$ cat src/rtl/wb_sram_ctrl.sv
// Wishbone classic slave to asynchronous 16-bit SRAM bridge.
// Every output comes straight from a flop, so strobes are decoded from the next state.
module wb_sram_ctrl #(
  parameter int WAIT_CYCLES = 2
) (
  input  logic        clk_i,
  input  logic        rst_i,
  input  logic        wb_cyc_i,
  input  logic        wb_stb_i,
  input  logic        wb_we_i,
  input  logic [17:0] wb_adr_i,
  input  logic [1:0]  wb_sel_i,
  input  logic [15:0] wb_dat_i,
  output logic [15:0] wb_dat_o,
  output logic        wb_ack_o,
  output logic [17:0] sram_a_o,
  output logic        sram_ce_n_o,
  output logic        sram_oe_n_o,
  output logic        sram_we_n_o,
  output logic        sram_lb_n_o,
  output logic        sram_ub_n_o,
  output logic [15:0] sram_d_o,
  output logic        sram_d_oe_o,
  input  logic [15:0] sram_d_i
);

  // state | meaning
  // IDLE  | bus idle, strobes inactive, waiting for a request
  // RD    | CE/OE low for WAIT_CYCLES, data captured on the last cycle
  // RACK  | read acknowledge, strobes inactive
  // WS    | write setup: CE low, data driven, WE high
  // WP    | write pulse: WE low for WAIT_CYCLES
  // WH    | write hold: WE high, data still driven, acknowledge
  localparam logic [2:0] S_IDLE = 3'd0;
  localparam logic [2:0] S_RD   = 3'd1;
  localparam logic [2:0] S_WS   = 3'd2;
  localparam logic [2:0] S_WP   = 3'd3;
  localparam logic [2:0] S_WH   = 3'd4;
  localparam logic [2:0] S_RACK = 3'd5;

  localparam logic [3:0] WAIT_LAST = 4'(WAIT_CYCLES - 1);

  logic [2:0]  state_q, state_d;
  logic [3:0]  cnt_q, cnt_d;
  logic        abort_q, abort_d;
  logic [17:0] adr_q, adr_d;
  logic [1:0]  sel_q, sel_d;
  logic [15:0] wdat_q, wdat_d;
  logic [15:0] rdat_q, rdat_d;
  logic        ack_q, ack_d;
  logic        ce_n_q, ce_n_d;
  logic        oe_n_q, oe_n_d;
  logic        we_n_q, we_n_d;
  logic        lb_n_q, lb_n_d;
  logic        ub_n_q, ub_n_d;
  logic        d_oe_q, d_oe_d;
  logic        req;
  logic        active_d;

  assign req = wb_cyc_i & wb_stb_i & ~ack_q;

  always_comb begin
    state_d = state_q;
    cnt_d   = cnt_q;
    abort_d = abort_q;
    adr_d   = adr_q;
    sel_d   = sel_q;
    wdat_d  = wdat_q;
    rdat_d  = rdat_q;

    case (state_q)
      S_IDLE: begin
        abort_d = 1'b0;
        if (req) begin
          adr_d = wb_adr_i;
          sel_d = wb_sel_i;
          if (wb_we_i) begin
            wdat_d  = wb_dat_i;
            state_d = S_WS;
          end else begin
            cnt_d   = WAIT_LAST;
            state_d = S_RD;
          end
        end
      end
      S_RD: begin
        if (!wb_cyc_i) abort_d = 1'b1;
        if (cnt_q == 4'd0) begin
          rdat_d  = {(sel_q[1] ? sram_d_i[15:8] : 8'h00),
                     (sel_q[0] ? sram_d_i[7:0]  : 8'h00)};
          state_d = S_RACK;
        end else begin
          cnt_d = cnt_q - 4'd1;
        end
      end
      S_WS: begin
        if (!wb_cyc_i) abort_d = 1'b1;
        cnt_d   = WAIT_LAST;
        state_d = S_WP;
      end
      S_WP: begin
        if (!wb_cyc_i) abort_d = 1'b1;
        if (cnt_q == 4'd0) begin
          state_d = S_WH;
        end else begin
          cnt_d = cnt_q - 4'd1;
        end
      end
      S_WH:    state_d = S_IDLE;
      S_RACK:  state_d = S_IDLE;
      default: state_d = S_IDLE;
    endcase
  end

  // Strobe flops are loaded from the state being entered so they line up with state_q.
  always_comb begin
    active_d = (state_d == S_RD) || (state_d == S_WS) ||
               (state_d == S_WP) || (state_d == S_WH);
    ce_n_d   = ~active_d;
    oe_n_d   = (state_d != S_RD);
    we_n_d   = (state_d != S_WP);
    lb_n_d   = ~(active_d & sel_d[0]);
    ub_n_d   = ~(active_d & sel_d[1]);
    d_oe_d   = (state_d == S_WS) || (state_d == S_WP) || (state_d == S_WH);
    ack_d    = ((state_d == S_RACK) || (state_d == S_WH)) && !abort_d;
  end

  always_ff @(posedge clk_i) begin
    if (rst_i) begin
      state_q <= S_IDLE;
      cnt_q   <= 4'd0;
      abort_q <= 1'b0;
      adr_q   <= 18'd0;
      sel_q   <= 2'b00;
      wdat_q  <= 16'h0000;
      rdat_q  <= 16'h0000;
      ack_q   <= 1'b0;
      ce_n_q  <= 1'b1;
      oe_n_q  <= 1'b1;
      we_n_q  <= 1'b1;
      lb_n_q  <= 1'b1;
      ub_n_q  <= 1'b1;
      d_oe_q  <= 1'b0;
    end else begin
      state_q <= state_d;
      cnt_q   <= cnt_d;
      abort_q <= abort_d;
      adr_q   <= adr_d;
      sel_q   <= sel_d;
      wdat_q  <= wdat_d;
      rdat_q  <= rdat_d;
      ack_q   <= ack_d;
      ce_n_q  <= ce_n_d;
      oe_n_q  <= oe_n_d;
      we_n_q  <= we_n_d;
      lb_n_q  <= lb_n_d;
      ub_n_q  <= ub_n_d;
      d_oe_q  <= d_oe_d;
    end
  end

  assign wb_dat_o    = rdat_q;
  assign wb_ack_o    = ack_q;
  assign sram_a_o    = adr_q;
  assign sram_ce_n_o = ce_n_q;
  assign sram_oe_n_o = oe_n_q;
  assign sram_we_n_o = we_n_q;
  assign sram_lb_n_o = lb_n_q;
  assign sram_ub_n_o = ub_n_q;
  assign sram_d_o    = wdat_q;
  assign sram_d_oe_o = d_oe_q;

endmodule

$ cat config.mk
export PLATFORM = sky130hd
export DESIGN_NAME = wb_sram_ctrl
export DESIGN_NICKNAME = d
export VERILOG_FILES = /design/src/rtl/wb_sram_ctrl.sv
export SDC_FILE = /design/constraint.sdc
export NUM_CORES = 1
export LEC_CHECK = 0
export CORE_UTILIZATION = 55
export DETAILED_ROUTE_END_ITERATION = 6
export DONT_BUFFER_PORTS = 1
export GPL_TIMING_DRIVEN = 0
export PLACE_DENSITY = 0.7
export RECOVER_POWER = 100
export SETUP_SLACK_MARGIN = 0.15
export SYNTH_ARGS = -nofsm -noshare
export SYNTH_HDL_FRONTEND = slang
export SYNTH_SLANG_ARGS = --single-unit
$ cat constraint.sdc
create_clock -name clk_i -period 2.2 [get_ports clk_i]
set_input_delay 0.33 -clock clk_i [delete_from_list [all_inputs] [get_ports clk_i]]
set_output_delay 0.33 -clock clk_i [all_outputs]
set_load 0.05 [all_outputs]
==> results by group <==
Setup path
  • R2R Path End: sram_a_o[12]
  • CP max stage delay: 0.68 ns
  • Worst Path Arrival: 2.21 ns
  • Worst path top cell family by delay: flip-flops
  • WP data required: 2.46 ns
  • Worst Path Buf+Inv: 2
  • RR Startpoint: wb_ack_o
  • Crit-path max FO: 10
  • Worst setup SP type: flip-flop
  • Worst R2R Setup Slack: 0.25 ns
  • Worst-path cell chain: and3b_1 -> clkbuf_1 -> nand2_1 -> clkbuf_2 -> nand2_1 -> a21oi_1
  • FF-to-FF path depth: 6
  • Worst path slowest cell: dfxtp_1
  • Crit path top cell by count: nand2_1
  • CP endpoint: sram_a_o[12]
  • Setup CP Type: reg2reg
  • Critical Path End Type: flip-flop
  • Critical Path Source: wb_ack_o
  • Levels on crit path: 6

CTS
  • Worst skew pair latency: 0.34 ns
  • H-tree depth: 3
  • Clock-pin slew on the worst setup and hold paths: 0.07 ns
  • Post-CTS setup buffer count: 0
  • Root Buffer: clkbuf_8
  • CTS Buffer Depth: 2
  • Cts repair resizes: 0
  • Post-CTS Hold Fix Bufs: 0
  • Num CTS Buffers: 9
  • Clk sink count: 67
  • CTS tree: built

Timing
  • Relative max-transition margin: 62.1%
  • F_max: 513 MHz
  • Fin worst setup slack: 0.249 ns
  • Fin crit period: 1.95 ns
  • Final Setup Violations: 0
  • Final Hold Fails: 0
  • Max-slew violations: 0
  • Fin crit share: 88.7%
  • WHS: 0.122 ns
  • Actual slew at the worst max-slew pin: 0.567 ns
  • RSZ-0062 raised after global routing: false
  • Setup TNS: 0 ns
  • Clock Skews: 0.0104 ns

Pwr
  • Peak supply drop: 0.000543 V
  • Pwr/cell area: 952 nW/um^2
  • Leakage power: 0.961 nW

Drt
  • Residual DRC count: 0
  • DR vias/cell: 5.70
  • Initial drt markers: 131
  • DR WL/cell: 14.8 um
  • Number of detailed-route iterations in the first pass: 4
  • Remaining antenna violation count after routing: 0
  • Via Count: 2,115
  • DRT Wirelength: 5.49 mm

Floorplanning
  • Core Footprint: 4410 um^2
  • Die height: 70.2 um
  • Initial Utilization: 57.9%
  • Die Wd: 70.2 um
  • Site Rows: 24
  • IO Pins: 114
  • Total die area: 4920 um^2

Logic synthesis
  • Post-synth top flop: dfxtp_1
  • Post-synth EDFFs: 0
  • Yosys Warn Count: 0
  • Synthesized instance count: 304
  • Yosys top cell by area: dfxtp_1
  • #FFs+latches synth: 67
  • Most common cell in the netlist: nand2_1
  • Syn Std Cell Area: 2560 um^2
  • Post-synthesis average cell area: 8.41 um^2
  • List of most frequent post-synthesis cells: nand2_1 (71), dfxtp_1 (67), a21oi_1 (56)
  • Top cells by area, synth: dfxtp_1 (52%), a21oi_1 (11%), nand2_1 (10%)
  • Syn_nets: 362
  • Top cell type's share of synthesized area: 52.5%
  • Library cells used by synthesis: 33
  • Fraction of registers with async set or reset after synthesis: 0%
  • Seq/Total Area, Yosys: 52.5%

Placement
  • Port bufs: 0
  • Worst slack, placed: 0.267 ns
  • GP Congestion: 0.770
  • Post-DP HPWL: 4.00 mm

Global routing
  • Initial antenna violation count: 0
  • GRT Overall Usage: 22.5%
  • Grt peak-use layer: met2
  • Grt ovf: 0
  • Largest net degree at the start of global routing: 11
  • Met2 Use GR: 34.0%
  • First-pass GRT wire length: 8.58 mm
  • Vias in the first global route: 1,847
  • Met1 Resource Use GR: 27.6%
  • Met3 Resource Use GR: 10.8%

Layout
  • N_diodes: 0
  • Share of post-route cells with drive strength above 1: 10.0%
  • Area Overhead vs Synth: 8.32%
  • Nets: 373

Flow run
  • Max Cap Violations: 0

Outcome
  • Status: completed

Worst hold path
  • Hold Path Class: in2reg
[how the worst min path moves through the flow]
stage / depth (start not counted) / slack, ns / to / startpoint
final: 2 / 0.12 / sram_a_o[16] / wb_adr_i[16]
after detailed placement: 2 / 0.47 / sram_a_o[0] / wb_adr_i[0]
after floorplan: 1 / 0.46 / cnt_q[0] / cnt_q[0]
after global routing: 2 / 0.11 / sram_a_o[13] / wb_adr_i[13]
after global placement: 2 / 0.47 / sram_a_o[14] / wb_adr_i[14]
after CTS: 2 / 0.11 / sram_a_o[16] / wb_adr_i[16]
[final cells by class]
type	instances	area, um^2
sequential	67	1340
clock buffer	12	145
fill	414	1650
buffer	23	131
clock inverter	3	15.0
inverter	5	18.8
tap	52	65.1
multi-input combinational	209	1050
[placed cells by master (no fill, tap or decap), types with 2 or more instances in the layout]
master	n
nand2_1	71
dfxtp_1	67
a21oi_1	56
nand3_1	36
clkbuf_1	12
nor2_1	10
clkbuf_8	10
o21ai_0	7
inv_1	5
or3_1	5
buf_2	4
buf_4	4
buf_6	3
nand2b_1	3
clkinv_2	3
clkbuf_2	2
nor3_1	2
[layer usage]
metal  wire (um)  up-vias
met2        2530       78
met3         475        8
met5           0        -
li1            -     1055
met1        2410      974
met4          72        0
[flip-flops by register name, indices dropped and copies added (netlist names), 2 cells and up]
| register | flops |
|---|---|
| state_q | 3 |
| wb_dat_o | 16 |
| sram_a_o | 18 |
| sel_q | 2 |
| sram_d_o | 16 |
| cnt_q | 4 |
[per-stage QoR]
step           total power (W)  cell area [um^2]  util (%)  cells
5_1_grt                0.00276              2770      62.7    371
2_1_floorplan          0.00176              2560         -    304
3_5_place_dp           0.00183              2620      59.4    356
6_report               0.00264              2770      62.7    371
3_3_place_gp           0.00182              2620      59.4    356
4_1_cts                0.00267              2780      63.0    371
[logic make-up (layout without fill, tap and decap cells)]
family	after synthesis	after routing	synth area share (%)
AO/OA/AOI/OAI	69	69	14.6
buffers and inverters	28	43	5.97
multiplexers	1	1	0.392
adder cells (fa/ha/maj)	1	1	0.489
AND/OR/NAND/NOR	138	138	26.1
flip-flops	67	67	52.5
[worst register-to-register path: cells and delay by family, from the launching register on]
| family | cells | cell delay, ns |
|---|---|---|
| flops | 1 | 0.68 |
| compound gates | 1 | 0.17 |
| buf+inv | 2 | 0.44 |
| simple gates | 3 | 0.60 |
[power breakdown]
part / internal [W] / total, W / leakage (nW) / switching, W
clock network: 0.000428 / 0.000847 / 0.0860 / 0.000419
registers: 0.00128 / 0.00147 / 0.544 / 0.000194
logic: 0.000121 / 0.000318 / 0.331 / 0.000197
(Power assumes the default switching activity.)
